`config.mk`:
```
export PLATFORM = sky130hd
export DESIGN_NAME = gen_mem_rd_sched
export DESIGN_NICKNAME = d
export VERILOG_FILES = /design/src/rtl/gen_mem_rd_sched.sv
export SDC_FILE = /design/constraint.sdc
export NUM_CORES = 1
export LEC_CHECK = 0
export CELL_PAD_IN_SITES_DETAIL_PLACEMENT = 2
export CELL_PAD_IN_SITES_GLOBAL_PLACEMENT = 2
export CORE_ASPECT_RATIO = 1.2
export CORE_MARGIN = 5
export CORE_UTILIZATION = 19
export CTS_CLUSTER_DIAMETER = 150
export DETAILED_ROUTE_END_ITERATION = 12
export PLACE_DENSITY = 0.79
export SYNTH_ARGS = -nofsm -noshare
export SYNTH_HDL_FRONTEND = slang
export SYNTH_SLANG_ARGS = --single-unit
```
`constraint.sdc`:
```
create_clock -name clk -period 2.1 [get_ports clk]
set_input_delay 0.315 -clock clk [delete_from_list [all_inputs] [get_ports clk]]
set_output_delay 0.315 -clock clk [all_outputs]
set_load 0.01 [all_outputs]
```
`src/rtl/gen_mem_rd_sched.sv`:
```
// gen_mem_rd_sched: round-robin burst read scheduler for the read port of a simple
// dual-port memory. Accepted requests become bursts of consecutive-address reads.
// A tag pipeline matched to the memory read latency steers each returned word
// back to its owner together with a last-word flag.
module gen_mem_rd_sched #(
  parameter int NUM_REQ      = 4,
  parameter int ADDR_WDT     = 10,
  parameter int DATA_WDT     = 32,
  parameter int LEN_WDT      = 8,
  parameter int PIPE_IN_CNT  = 1,
  parameter int PIPE_OUT_CNT = 1
) (
  input  logic                        clk,
  input  logic                        rst_n,
  input  logic [NUM_REQ-1:0]          req_vld,
  input  logic [NUM_REQ*ADDR_WDT-1:0] req_addr,
  input  logic [NUM_REQ*LEN_WDT-1:0]  req_len,
  output logic [NUM_REQ-1:0]          req_rdy,
  output logic                        mem_rd_en,
  output logic [ADDR_WDT-1:0]         mem_rd_addr,
  input  logic [DATA_WDT-1:0]         mem_data_out,
  output logic [NUM_REQ-1:0]          rsp_vld,
  output logic [DATA_WDT-1:0]         rsp_data,
  output logic                        rsp_last,
  output logic                        busy
);

  // Cycles from a read issue to its word appearing on mem_data_out.
  localparam int RD_LAT = PIPE_IN_CNT + 1 + PIPE_OUT_CNT;
  localparam int ID_WDT = (NUM_REQ > 1) ? $clog2(NUM_REQ) : 1;
  // One extra bit so (last_grant + 1 + k) never overflows before the wrap.
  localparam int CW     = ID_WDT + 1;

  typedef enum logic {
    ST_IDLE  = 1'b0,
    ST_BURST = 1'b1
  } state_t;

  state_t              state_reg;
  logic [ADDR_WDT-1:0] cur_addr_reg;
  logic [LEN_WDT-1:0]  cnt_reg;
  logic [ID_WDT-1:0]   owner_reg;
  logic [ID_WDT-1:0]   last_grant_reg;

  // Unpacked per-requester views of the packed request buses.
  logic [ADDR_WDT-1:0] addr_arr [NUM_REQ];
  logic [LEN_WDT-1:0]  len_arr  [NUM_REQ];

  genvar gi;
  generate
    for (gi = 0; gi < NUM_REQ; gi++) begin : g_unpack
      assign addr_arr[gi] = req_addr[gi*ADDR_WDT +: ADDR_WDT];
      assign len_arr[gi]  = req_len[gi*LEN_WDT +: LEN_WDT];
    end
  endgenerate

  // Round-robin search: first requesting index starting just after the last grant.
  // Walking the offsets from the far end lets the nearest candidate win last.
  logic              any_req;
  logic [ID_WDT-1:0] grant_id;
  logic [CW-1:0]     cand;

  always_comb begin
    any_req  = 1'b0;
    grant_id = '0;
    cand     = '0;
    for (int k = NUM_REQ - 1; k >= 0; k--) begin
      cand = CW'(last_grant_reg) + CW'(k) + CW'(1);
      if (cand >= CW'(NUM_REQ)) begin
        cand = cand - CW'(NUM_REQ);
      end
      if (req_vld[cand[ID_WDT-1:0]]) begin
        any_req  = 1'b1;
        grant_id = cand[ID_WDT-1:0];
      end
    end
  end

  // A grant is only offered from IDLE; it is withheld while reset is being
  // applied so that no requester believes it was accepted into a dropped burst.
  logic accept;
  assign accept = (state_reg == ST_IDLE) && any_req && rst_n;

  generate
    for (gi = 0; gi < NUM_REQ; gi++) begin : g_rdy
      assign req_rdy[gi] = accept && (grant_id == ID_WDT'(gi));
    end
  endgenerate

  // Burst FSM: capture the granted request in IDLE, then issue one read per cycle.
  always_ff @(posedge clk) begin
    if (!rst_n) begin
      state_reg      <= ST_IDLE;
      cur_addr_reg   <= '0;
      cnt_reg        <= '0;
      owner_reg      <= '0;
      last_grant_reg <= ID_WDT'(NUM_REQ - 1);
    end else begin
      case (state_reg)
        ST_IDLE: begin
          if (accept) begin
            state_reg      <= ST_BURST;
            cur_addr_reg   <= addr_arr[grant_id];
            cnt_reg        <= len_arr[grant_id];
            owner_reg      <= grant_id;
            last_grant_reg <= grant_id;
          end
        end
        ST_BURST: begin
          cur_addr_reg <= cur_addr_reg + ADDR_WDT'(1);
          cnt_reg      <= cnt_reg - LEN_WDT'(1);
          if (cnt_reg == '0) begin
            state_reg <= ST_IDLE;
          end
        end
        default: begin
          state_reg <= ST_IDLE;
        end
      endcase
    end
  end

  // Reads are driven straight from registered state.
  assign mem_rd_en   = (state_reg == ST_BURST);
  assign mem_rd_addr = cur_addr_reg;

  // Tag pipeline, one stage per cycle of memory latency.
  logic [RD_LAT-1:0] tag_vld_reg;
  logic [RD_LAT-1:0] tag_last_reg;
  logic [ID_WDT-1:0] tag_id_reg [RD_LAT];

  // Shift {valid, owner, last} alongside the read as it travels through the memory.
  always_ff @(posedge clk) begin
    if (!rst_n) begin
      tag_vld_reg  <= '0;
      tag_last_reg <= '0;
      for (int s = 0; s < RD_LAT; s++) begin
        tag_id_reg[s] <= '0;
      end
    end else begin
      tag_vld_reg[0]  <= mem_rd_en;
      tag_last_reg[0] <= mem_rd_en && (cnt_reg == '0);
      tag_id_reg[0]   <= owner_reg;
      for (int s = 1; s < RD_LAT; s++) begin
        tag_vld_reg[s]  <= tag_vld_reg[s-1];
        tag_last_reg[s] <= tag_last_reg[s-1];
        tag_id_reg[s]   <= tag_id_reg[s-1];
      end
    end
  end

  generate
    for (gi = 0; gi < NUM_REQ; gi++) begin : g_rsp
      assign rsp_vld[gi] = tag_vld_reg[RD_LAT-1] && (tag_id_reg[RD_LAT-1] == ID_WDT'(gi));
    end
  endgenerate

  // The word on mem_data_out is aligned with the final tag stage, so it passes through.
  assign rsp_data = mem_data_out;
  assign rsp_last = tag_vld_reg[RD_LAT-1] && tag_last_reg[RD_LAT-1];
  assign busy     = (state_reg == ST_BURST) || (|tag_vld_reg);

`ifndef SYNTHESIS
  logic [NUM_REQ-1:0]          pend_reg;
  logic [NUM_REQ*ADDR_WDT-1:0] prev_addr_reg;
  logic [NUM_REQ*LEN_WDT-1:0]  prev_len_reg;

  // Requester protocol and one-hot output checks, simulation only.
  always_ff @(posedge clk) begin
    pend_reg      <= rst_n ? (req_vld & ~req_rdy) : '0;
    prev_addr_reg <= req_addr;
    prev_len_reg  <= req_len;
    if (rst_n) begin
      assert ($onehot0(req_rdy));
      assert ($onehot0(rsp_vld));
      for (int i = 0; i < NUM_REQ; i++) begin
        if (pend_reg[i] && req_vld[i]) begin
          assert (req_addr[i*ADDR_WDT +: ADDR_WDT] == prev_addr_reg[i*ADDR_WDT +: ADDR_WDT]);
          assert (req_len[i*LEN_WDT +: LEN_WDT] == prev_len_reg[i*LEN_WDT +: LEN_WDT]);
        end
      end
    end
  end
`endif

endmodule

```
==> results of run 1 <==
## per-stage QoR
| stage | setup slack, ns | total power, W | hold WS [ns] | setup TNS, ns |
|---|---|---|---|---|
| 2_1_floorplan | 0.371 | 0.00198 | 0.412 | 0 |
| 3_3_place_gp | -0.442 | 0.00268 | 0.418 | -5.77 |
| 3_5_place_dp | -0.559 | 0.00278 | 0.421 | -7.91 |
| 4_1_cts | 0.00330 | 0.00370 | 0.435 | 0 |
| 5_1_grt | 0.00543 | 0.00390 | 0.452 | 0 |
| 6_report | 0.0403 | 0.00367 | 0.432 | 0 |
## layout by cell type (no fill, tap or decap), types with 10 or more instances in the layout
cell,synthesis,layout
and2_1,15,15
buf_4,37,40
clkdlybuf4s50_1,0,90
dfxtp_1,35,33
mux2i_1,16,15
nand2_1,20,20
nand3_1,31,31
nor2_1,10,10
o211ai_1,13,13
o21ai_0,17,17
## power breakdown
group | total [W] | internal, W | switching [W]
clock network | 0.000852 | 0.000559 | 0.000292
logic | 0.00178 | 0.000895 | 0.000884
registers | 0.00104 | 0.000829 | 0.000212
total | 0.00367 | 0.00228 | 0.00139
## what timing repair did
| item | CTS | global route |
|---|---|---|
| pin swaps | 8 | 0 |
| endpoints found under the hold margin | 0 | 0 |
| buffers inserted | 6 | 0 |
| resized for setup | 27 | 3 |
| endpoints found under the setup margin | 17 | 7 |
## per-layer routing
metal  wire length, um  track usage  vias to the layer above
met5                 0            0                        -
met4               359       0.0525                        0
met3               541       0.0306                       26
met2              6250        0.258                       82
met1              4490        0.165                     1400
li1                  -            -                     1342
## logic make-up (layout without fill, tap and decap cells)
| group | after synthesis | after routing | synth area share |
|---|---|---|---|
| AO/OA/AOI/OAI | 84 | 84 | 0.243 |
| adder cells (fa/ha/maj) | 3 | 3 | 0.0143 |
| AND/OR/NAND/NOR | 112 | 112 | 0.237 |
| XOR/XNOR | 1 | 1 | 0.00334 |
| multiplexers | 22 | 22 | 0.0912 |
| flip-flops | 35 | 35 | 0.267 |
| buffers and inverters | 56 | 159 | 0.144 |
## area by class of cell
cell class	count	share of cell area
multi-input cells	222	0.391
clock buffers	5	0.0309
well taps	171	0.0528
flip-flops and latches	35	0.174
repair buffers	144	0.334
clock inverters	3	0.0108
inverters	7	0.00648
## path summary, 6_finish.rpt
check                           slack [ns]                            from                          end  cells after the start
worst max-delay path                  0.04  last_grant_reg[1]$_SDFFE_PN1P_      cnt_reg[5]$_SDFFE_PN0P_                      8
worst min-delay path                  0.43     tag_id_reg[0][3]$_SDFF_PN0_  tag_id_reg[0][5]$_SDFF_PN0_                      1
worst max register to register        0.04  last_grant_reg[1]$_SDFFE_PN1P_      cnt_reg[5]$_SDFFE_PN0P_                      8
worst min register to register        0.43     tag_id_reg[0][3]$_SDFF_PN0_  tag_id_reg[0][5]$_SDFF_PN0_                      1
==> metrics, run 1 <==
outcome finished clean; DPL Wire Length 9150 um; Die Span Y 139 um; Net Count, Synth 426; via count 2850; final hold vios 0; Num CTS Buffers 5; final non-filler cell total 587; area taken by multi-input logic gates 1590 sq um; CP peak stage delay 0.44 ns; Crit Path Max Fanout 15; Clock H-tree levels 2; Critical Path Source Type flip-flop; clock sink count 35; Die W 117 um; Worst Setup End Kind flip-flop; Syn Inst Count 313; Rows 47; Routed Antenna Nets 0; critical path's most frequent cell buf_4; Slew @ Worst Pin 0.478 ns; clock skew 0.00575 ns; placed insts 573; power per cell area 906 nW/um^2; Final setup viols 0; share of layout cells above drive strength 1 0.204; Final nets 528; post-synth top area share 0.267; post-route cell area 4050 sq um; Seq/Total Area, Yosys 0.267; number of I/O port buffers 98; vias per cell 4.86; Syn-to-layout area delta 54.6%; clock buffer depth 2; vias in the first global route 3287; Pleak 1.55 nW; FFs w/ async S/R, synth 0; total wire length 11600 um; unrepaired setup endpoints after global routing false; most instantiated cells after synthesis buf_4 (37), dfxtp_1 (35), nand3_1 (31); antenna violations before repair 0; max reg flops 10; total track usage 0.145; largest net degree at the start of global routing 26; later-pin clock latency in the skew report 0.28 ns; count leader, synth buf_4; initial core utilization 0.192; Final Util 0.297; largest delay contributor family on the critical path compound AO/OA/AOI/OAI gates; top cells by area, synth dfxtp_1 (27%), buf_4 (11%), mux2i_1 (6.1%); wire per inst 19.8 um; first-pass GRT wire length 18300 um; max_slew headroom 0.677; drt drc 0; FILL cells 1549; GRT overflow 0; synthesized cell area 2620 sq um; EDFF count, synth 0; peak supply drop 0.304 mV; Avg Cell Area, Syn 8.37 sq um; HP Class flip-flop to flip-flop; Period Utilization, post-route 0.981; critical path's slowest cell a2111oi_1; CTS tree built; DRT Pass-1 Iters 4; Req. time, crit path 2.26 ns; Fmax 485 MHz; root buffer cell clkbuf_16; Netlist cell types 61; diode count 0; WP buf/inv 3; dpl cell area 3810 sq um; cts hold-fix bufs 0; Iteration-0 DRC Markers 76; Warnings, synthesis 0; I/O pin count 163; Worst-path clk slew 0.05 ns; max cap viols 0; cells along the critical path buf_4 > and3b_4 > a31oi_4 > buf_4 > a21boi_0 > a2111oi_1 > buf_4 > a211oi_1; Slew Viols, Final 0; worst setup path class flip-flop to flip-flop; biggest area consumer among synthesized cells dfxtp_1; commonest register cell after synthesis dfxtp_1; fin crit period 2.06 ns; register area 703 sq um; DIE AREA 16300 sq um; FF+latch count, synth 35; gpl congestion 0.802; crit path DAT 2.22 ns; Core Footprint 13600 sq um
(Power assumes the default switching activity.)
==> run 2: changes to the inputs <==
--- a/constraint.sdc
+++ b/constraint.sdc
@@ -3,2 +3,2 @@
 set_output_delay 0.315 -clock clk [all_outputs]
-set_load 0.01 [all_outputs]
+set_load 0.1 [all_outputs]
==> run 2 against run 1 <==
Effect of this change: cell count shrank 0.85%; clock power grew 3.2%; register-to-register slack gained 0.18 ns; maximum frequency shrank 1.2%.
==> metrics, run 2 (synthesis gave the netlist of run 1 again) <==
outcome finished clean; Num CTS Buffers 5 (unchanged); later-pin clock latency in the skew report 0.29 ns (about the same); first-pass GRT wire length 17300 um (-5.4%); clock skew 0.00380 ns (-0.00195 ns); HP Class flip-flop to flip-flop; total track usage 0.137 (-0.00795); most frequent cells in the layout clkdlybuf4s50_1 (73), buf_4 (52), nand3_1 (31); Rows 47 (unchanged); Final setup viols 0 (unchanged); Slew Viols, Final 0 (unchanged); share of layout cells above drive strength 1 0.260 (+0.0560); unrepaired setup endpoints after global routing true; CTS tree built; I/O pin count 163 (unchanged); Slew @ Worst Pin 0.578 ns (+0.101 ns); most common cell after layout, fill and taps aside clkdlybuf4s50_1; dpl cell area 3880 sq um (+1.9%); gpl congestion 0.831 (+3.6%); Final nets 523 (-0.95%); Core Footprint 13600 sq um (unchanged); DPL Wire Length 9260 um (+1.2%); fin crit period 2.08 ns (+0.0251 ns); clock sink count 35 (unchanged); Crit Path Max Fanout 7 (-8); Final Util 0.301 (+0.00385); via count 2823 (-0.95%); Req. time, crit path 1.78 ns (-0.48 ns); crit path DAT 1.77 ns (-0.45 ns); Worst-path clk slew 0.06 ns (about the same); post-route cell area 4110 sq um (+1.3%); drt drc 0 (unchanged); diode count 0 (unchanged); DIE AREA 16300 sq um (unchanged); initial core utilization 0.192 (unchanged); Period Utilization, post-route 0.993 (+0.0120); GRT overflow 0 (unchanged); worst setup path class flip-flop to primary output; power per cell area 1060 nW/um^2 (+17%); number of I/O port buffers 98 (unchanged); Fmax 480 MHz (-1.2%); Clock H-tree levels 2 (unchanged); wire per inst 19.4 um (-2.3%); Worst Setup End Kind primary output; max_slew headroom 0.609 (-0.0680); antenna violations before repair 0 (unchanged); Routed Antenna Nets 0 (unchanged); max reg flops 10 (unchanged); Iteration-0 DRC Markers 78 (+2.6%); TNS Setup 0 ns (unchanged); Syn-to-layout area delta 56.6%; Critical Path Source Type flip-flop; Die Span Y 139 um (unchanged); final hold vios 0 (unchanged); vias per cell 4.85 (about the same); clock buffer depth 2 (unchanged); peak supply drop 0.713 mV (+130%); total wire length 11300 um (-3.1%); Pleak 1.60 nW (+2.8%); largest net degree at the start of global routing 23 (-12%); Die W 117 um (unchanged); root buffer cell clkbuf_16; max cap viols 0 (unchanged); vias in the first global route 3282 (-0.15%); DRT Pass-1 Iters 4 (unchanged)
-- run 2: changes by cell type in the layout (fill, tap and decap cells not counted), sizes merged --
| cell | change |
|---|---|
| buf | +13 |
| clkbuf | +1 |
| clkdlybuf4s50 | -17 |
| clkinv | -1 |
| dlygate4sd2 | -2 |
| inv | +1 |
-- run 2: power by group --
part	switching [W]	internal [W]	total [W]
combinational	0.00143	0.000940	0.00237
clock	0.000313	0.000566	0.000879
sequential	0.000259	0.000837	0.00110
total	0.00200	0.00234	0.00435
-- run 2: layout make-up --
| cell class | instances | area [sq um] |
|---|---|---|
| multi-input cells | 222 | 1640 |
| well taps | 171 | 214 |
| clock buffers | 5 | 125 |
| clock inverters | 3 | 47.5 |
| inverters | 7 | 26.3 |
| fillers | 1552 | 9540 |
| repair buffers | 139 | 1340 |
| flip-flops and latches | 35 | 712 |
-- run 2: timing repair --
action | in CTS | in global routing
endpoints found under the setup margin | 5 | 4
pin swaps | 3 | 1
hold buffers | 0 | 0
resized for setup | 13 | 3
setup buffers | 2 | 0
-- run 2: worst paths after layout --
path,start,to,cells after the start,slack [ns]
max reg2reg,last_grant_reg[1]$_SDFFE_PN1P_,cnt_reg[5]$_SDFFE_PN0P_,7,0.22
max,last_grant_reg[1]$_SDFFE_PN1P_,req_rdy[2],5,0.02
min,tag_id_reg[0][0]$_SDFF_PN0_,tag_id_reg[0][2]$_SDFF_PN0_,1,0.43
min reg2reg,tag_id_reg[0][0]$_SDFF_PN0_,tag_id_reg[0][2]$_SDFF_PN0_,1,0.43
-- run 2: layer usage --
layer	up-vias	GRT usage	share of wire
li1	1333	-	-
met1	1381	0.160	0.40
met2	89	0.244	0.52
met3	20	0.0244	0.059
met4	0	0.0477	0.025
met5	-	0	0
-- run 2: stage by stage --
step	cells	setup WS [ns]	hold slack [ns]	total power, W
after floorplan	313	-0.488	0.412	0.00281
after global placement	572	-0.221	0.415	0.00334
after detailed placement	572	-0.373	0.427	0.00342
after CTS	582	0.0118	0.441	0.00438
after global routing	582	-0.0411	0.453	0.00455
final	582	0.0151	0.434	0.00435
-- run 2: critical path, stage by stage, from the launching register on --
cell and delay, ns:
dfxtp_4 0.41, mux2i_2 0.25, o22ai_2 0.10, a21o_2 0.27, nor3_4 0.24, buf_12 0.20
==> run 3: changes to the inputs <==
CORE_UTILIZATION = 33   (was 19)
DONT_BUFFER_PORTS = 1   (was not set)
PLACE_DENSITY = 0.8   (was 0.79)
==> run 3 against run 2 <==
Effect of this change: sequential cell count is the same; first-iteration DRC count grew 100%; cell count shrank 30%; combinational power shrank 11%; clock power shrank 28%; highest routed layer unchanged; hold slack lost 0.33 ns; critical path depth is the same; sequential power shrank 5%; maximum frequency grew 0.30%.
==> metrics, run 3 (synthesis gave the netlist of run 1 again) <==
Worst-path clk slew 0.08 ns (+0.02 ns); via count 2557 (-9.4%); largest net degree at the start of global routing 38 (+65%); max cap viols 0 (unchanged); vias in the first global route 2757 (-16%); TNS Setup 0 ns (unchanged); DRT Pass-1 Iters 4 (unchanged); root buffer cell clkbuf_8; worst hold slack 0.109 ns (-0.325 ns); peak supply drop 0.486 mV (-32%); fin crit period 2.08 ns (-0.00617 ns); first-pass GRT wire length 14500 um (-16%); clock skew 0.00989 ns (+0.00608 ns); Routed Antenna Nets 0 (unchanged); Iteration-0 DRC Markers 156 (+100%); unrepaired setup endpoints after global routing true; max reg flops 10 (unchanged); DIE AREA 9830 sq um (-40%); gpl congestion 0.835 (+0.53%); vias per cell 6.28 (+30%); WP buf/inv 1 (unchanged); pre-CTS setup slack -0.152 ns (+0.221 ns); hold path startpoint rst_n; Slew Viols, Final 0 (unchanged); most common cell after layout, fill and taps aside buf_4; post-route cell area 3010 sq um (-27%); cells along the critical path and3b_4 > a31oi_4 > nand2_4 > nor3_4 > buf_12; Final setup viols 0 (unchanged); total track usage 0.186 (+0.0498); I/O pin count 163 (unchanged); power per cell area 1260 nW/um^2 (+19%); RR Endpoint cnt_reg[5]$_SDFFE_PN0P_; Final nets 427 (-18%); total wire length 9950 um (-12%); dpl cell area 2800 sq um (-28%); clock buffer depth 2 (unchanged); drt drc 0 (unchanged); Num CTS Buffers 5 (unchanged); most frequent cells in the layout buf_4 (37), nand3_1 (31), dfxtp_1 (28); number of I/O port buffers 0 (-100%); FILL cells 858 (-45%); HP Class input pin to flip-flop; max_slew headroom 0.651 (+0.0424); Crit Path Max Fanout 7 (unchanged); worst setup path class flip-flop to primary output; outcome finished clean; Critical Path Source Type flip-flop; Clock H-tree levels 2 (unchanged); Worst R2R Setup Slack 0.12 ns (-0.10 ns); Core Footprint 7710 sq um (-44%); CTS tree built; share of layout cells above drive strength 1 0.283 (+0.0222); Syn-to-layout area delta 14.7%; Req. time, crit path 1.78 ns (about the same); Slew @ Worst Pin 0.516 ns (-0.0628 ns); Worst R2R Path Depth 6 (-1); crit path DAT 1.76 ns (about the same); CP peak stage delay 0.38 ns (-0.03 ns); Final Util 0.390 (+0.0890); wire per inst 24.4 um (+26%); worst r2r src last_grant_reg[0]$_SDFFE_PN1P_; critical path's slowest cell dfxtp_4; Die W 91.4 um (-22%); Period Utilization, post-route 0.990 (-0.00294); antenna violations before repair 0 (unchanged); Worst Setup End Kind primary output; Die Span Y 108 um (-22%); later-pin clock latency in the skew report 0.30 ns (about the same); DPL Wire Length 7110 um (-23%); cell count along the critical path 5 (unchanged); Fmax 481 MHz (+0.30%); clock sink count 35 (unchanged); Cells on Worst Hold Path 1 (unchanged); diode count 0 (unchanged); final hold vios 0 (unchanged); GRT overflow 0 (unchanged); worst hold endpoint last_grant_reg[1]$_SDFFE_PN1P_; largest delay contributor family on the critical path simple AND/OR/NAND/NOR gates; Rows 35 (-26%); initial core utilization 0.340 (+0.148); fin worst setup slack 0.0213 ns (+0.00617 ns); Pleak 1.15 nW (-28%)
==> run 3: cell count changes in the layout (fill, tap and decap cells not counted), sizes merged <==
cell           change
buf               -19
clkbuf             -1
clkdlybuf4s50     -73
clkinv             +1
dlygate4sd2        -3
inv                -1
==> run 3: area by class of cell <==
type	count	area, sq um	share of cell area
repair buffers	43	398	0.132
clock buffers	5	68.8	0.0229
well taps	92	115	0.0383
inverters	7	26.3	0.00874
flip-flops and latches	35	712	0.237
multi-input cells	222	1640	0.546
clock inverters	3	43.8	0.0146
==> run 3: through the flow <==
stage,std cells,total power [W]
3_3_place_gp,390,0.00299
3_5_place_dp,390,0.00305
2_1_floorplan,313,0.00281
5_1_grt,407,0.00399
4_1_cts,400,0.00371
6_report,407,0.00380
==> run 3: worst max-delay path by stage <==
stage | start | slack (ns) | to
floorplan | last_grant_reg[1]$_SDFFE_PN1P_ | -0.49 | req_rdy[2]
global placement | last_grant_reg[1]$_SDFFE_PN1P_ | -0.1 | cnt_reg[5]$_SDFFE_PN0P_
detailed placement | last_grant_reg[1]$_SDFFE_PN1P_ | -0.15 | cnt_reg[5]$_SDFFE_PN0P_
CTS | last_grant_reg[0]$_SDFFE_PN1P_ | -0.01 | req_rdy[2]
global route | last_grant_reg[1]$_SDFFE_PN1P_ | -0.05 | req_rdy[2]
finish | last_grant_reg[1]$_SDFFE_PN1P_ | 0.02 | req_rdy[2]
==> run 3: power by group <==
part	switching (W)	leakage (nW)	internal (W)	total [W]
Combinational	0.00140	0.806	0.000722	0.00212
Clock	0.000279	0.0581	0.000354	0.000633
Sequential	0.000207	0.290	0.000836	0.00104
==> run 3: metal layers <==
metal	routed length [um]	part of all wire	GRT usage
met1	3770	0.38	0.197
met2	5210	0.52	0.340
met3	538	0.054	0.0462
met4	426	0.043	0.0933
met5	0	0	0
==> run 3: timing repair <==
item / CTS / global route
hold buffers: 0 / 0
endpoints found under the setup margin: 4 / 3
hold endpoints to repair: 0 / 0
resized for setup: 2 / 6
pin swaps: 0 / 2
setup buffers: 2 / 7
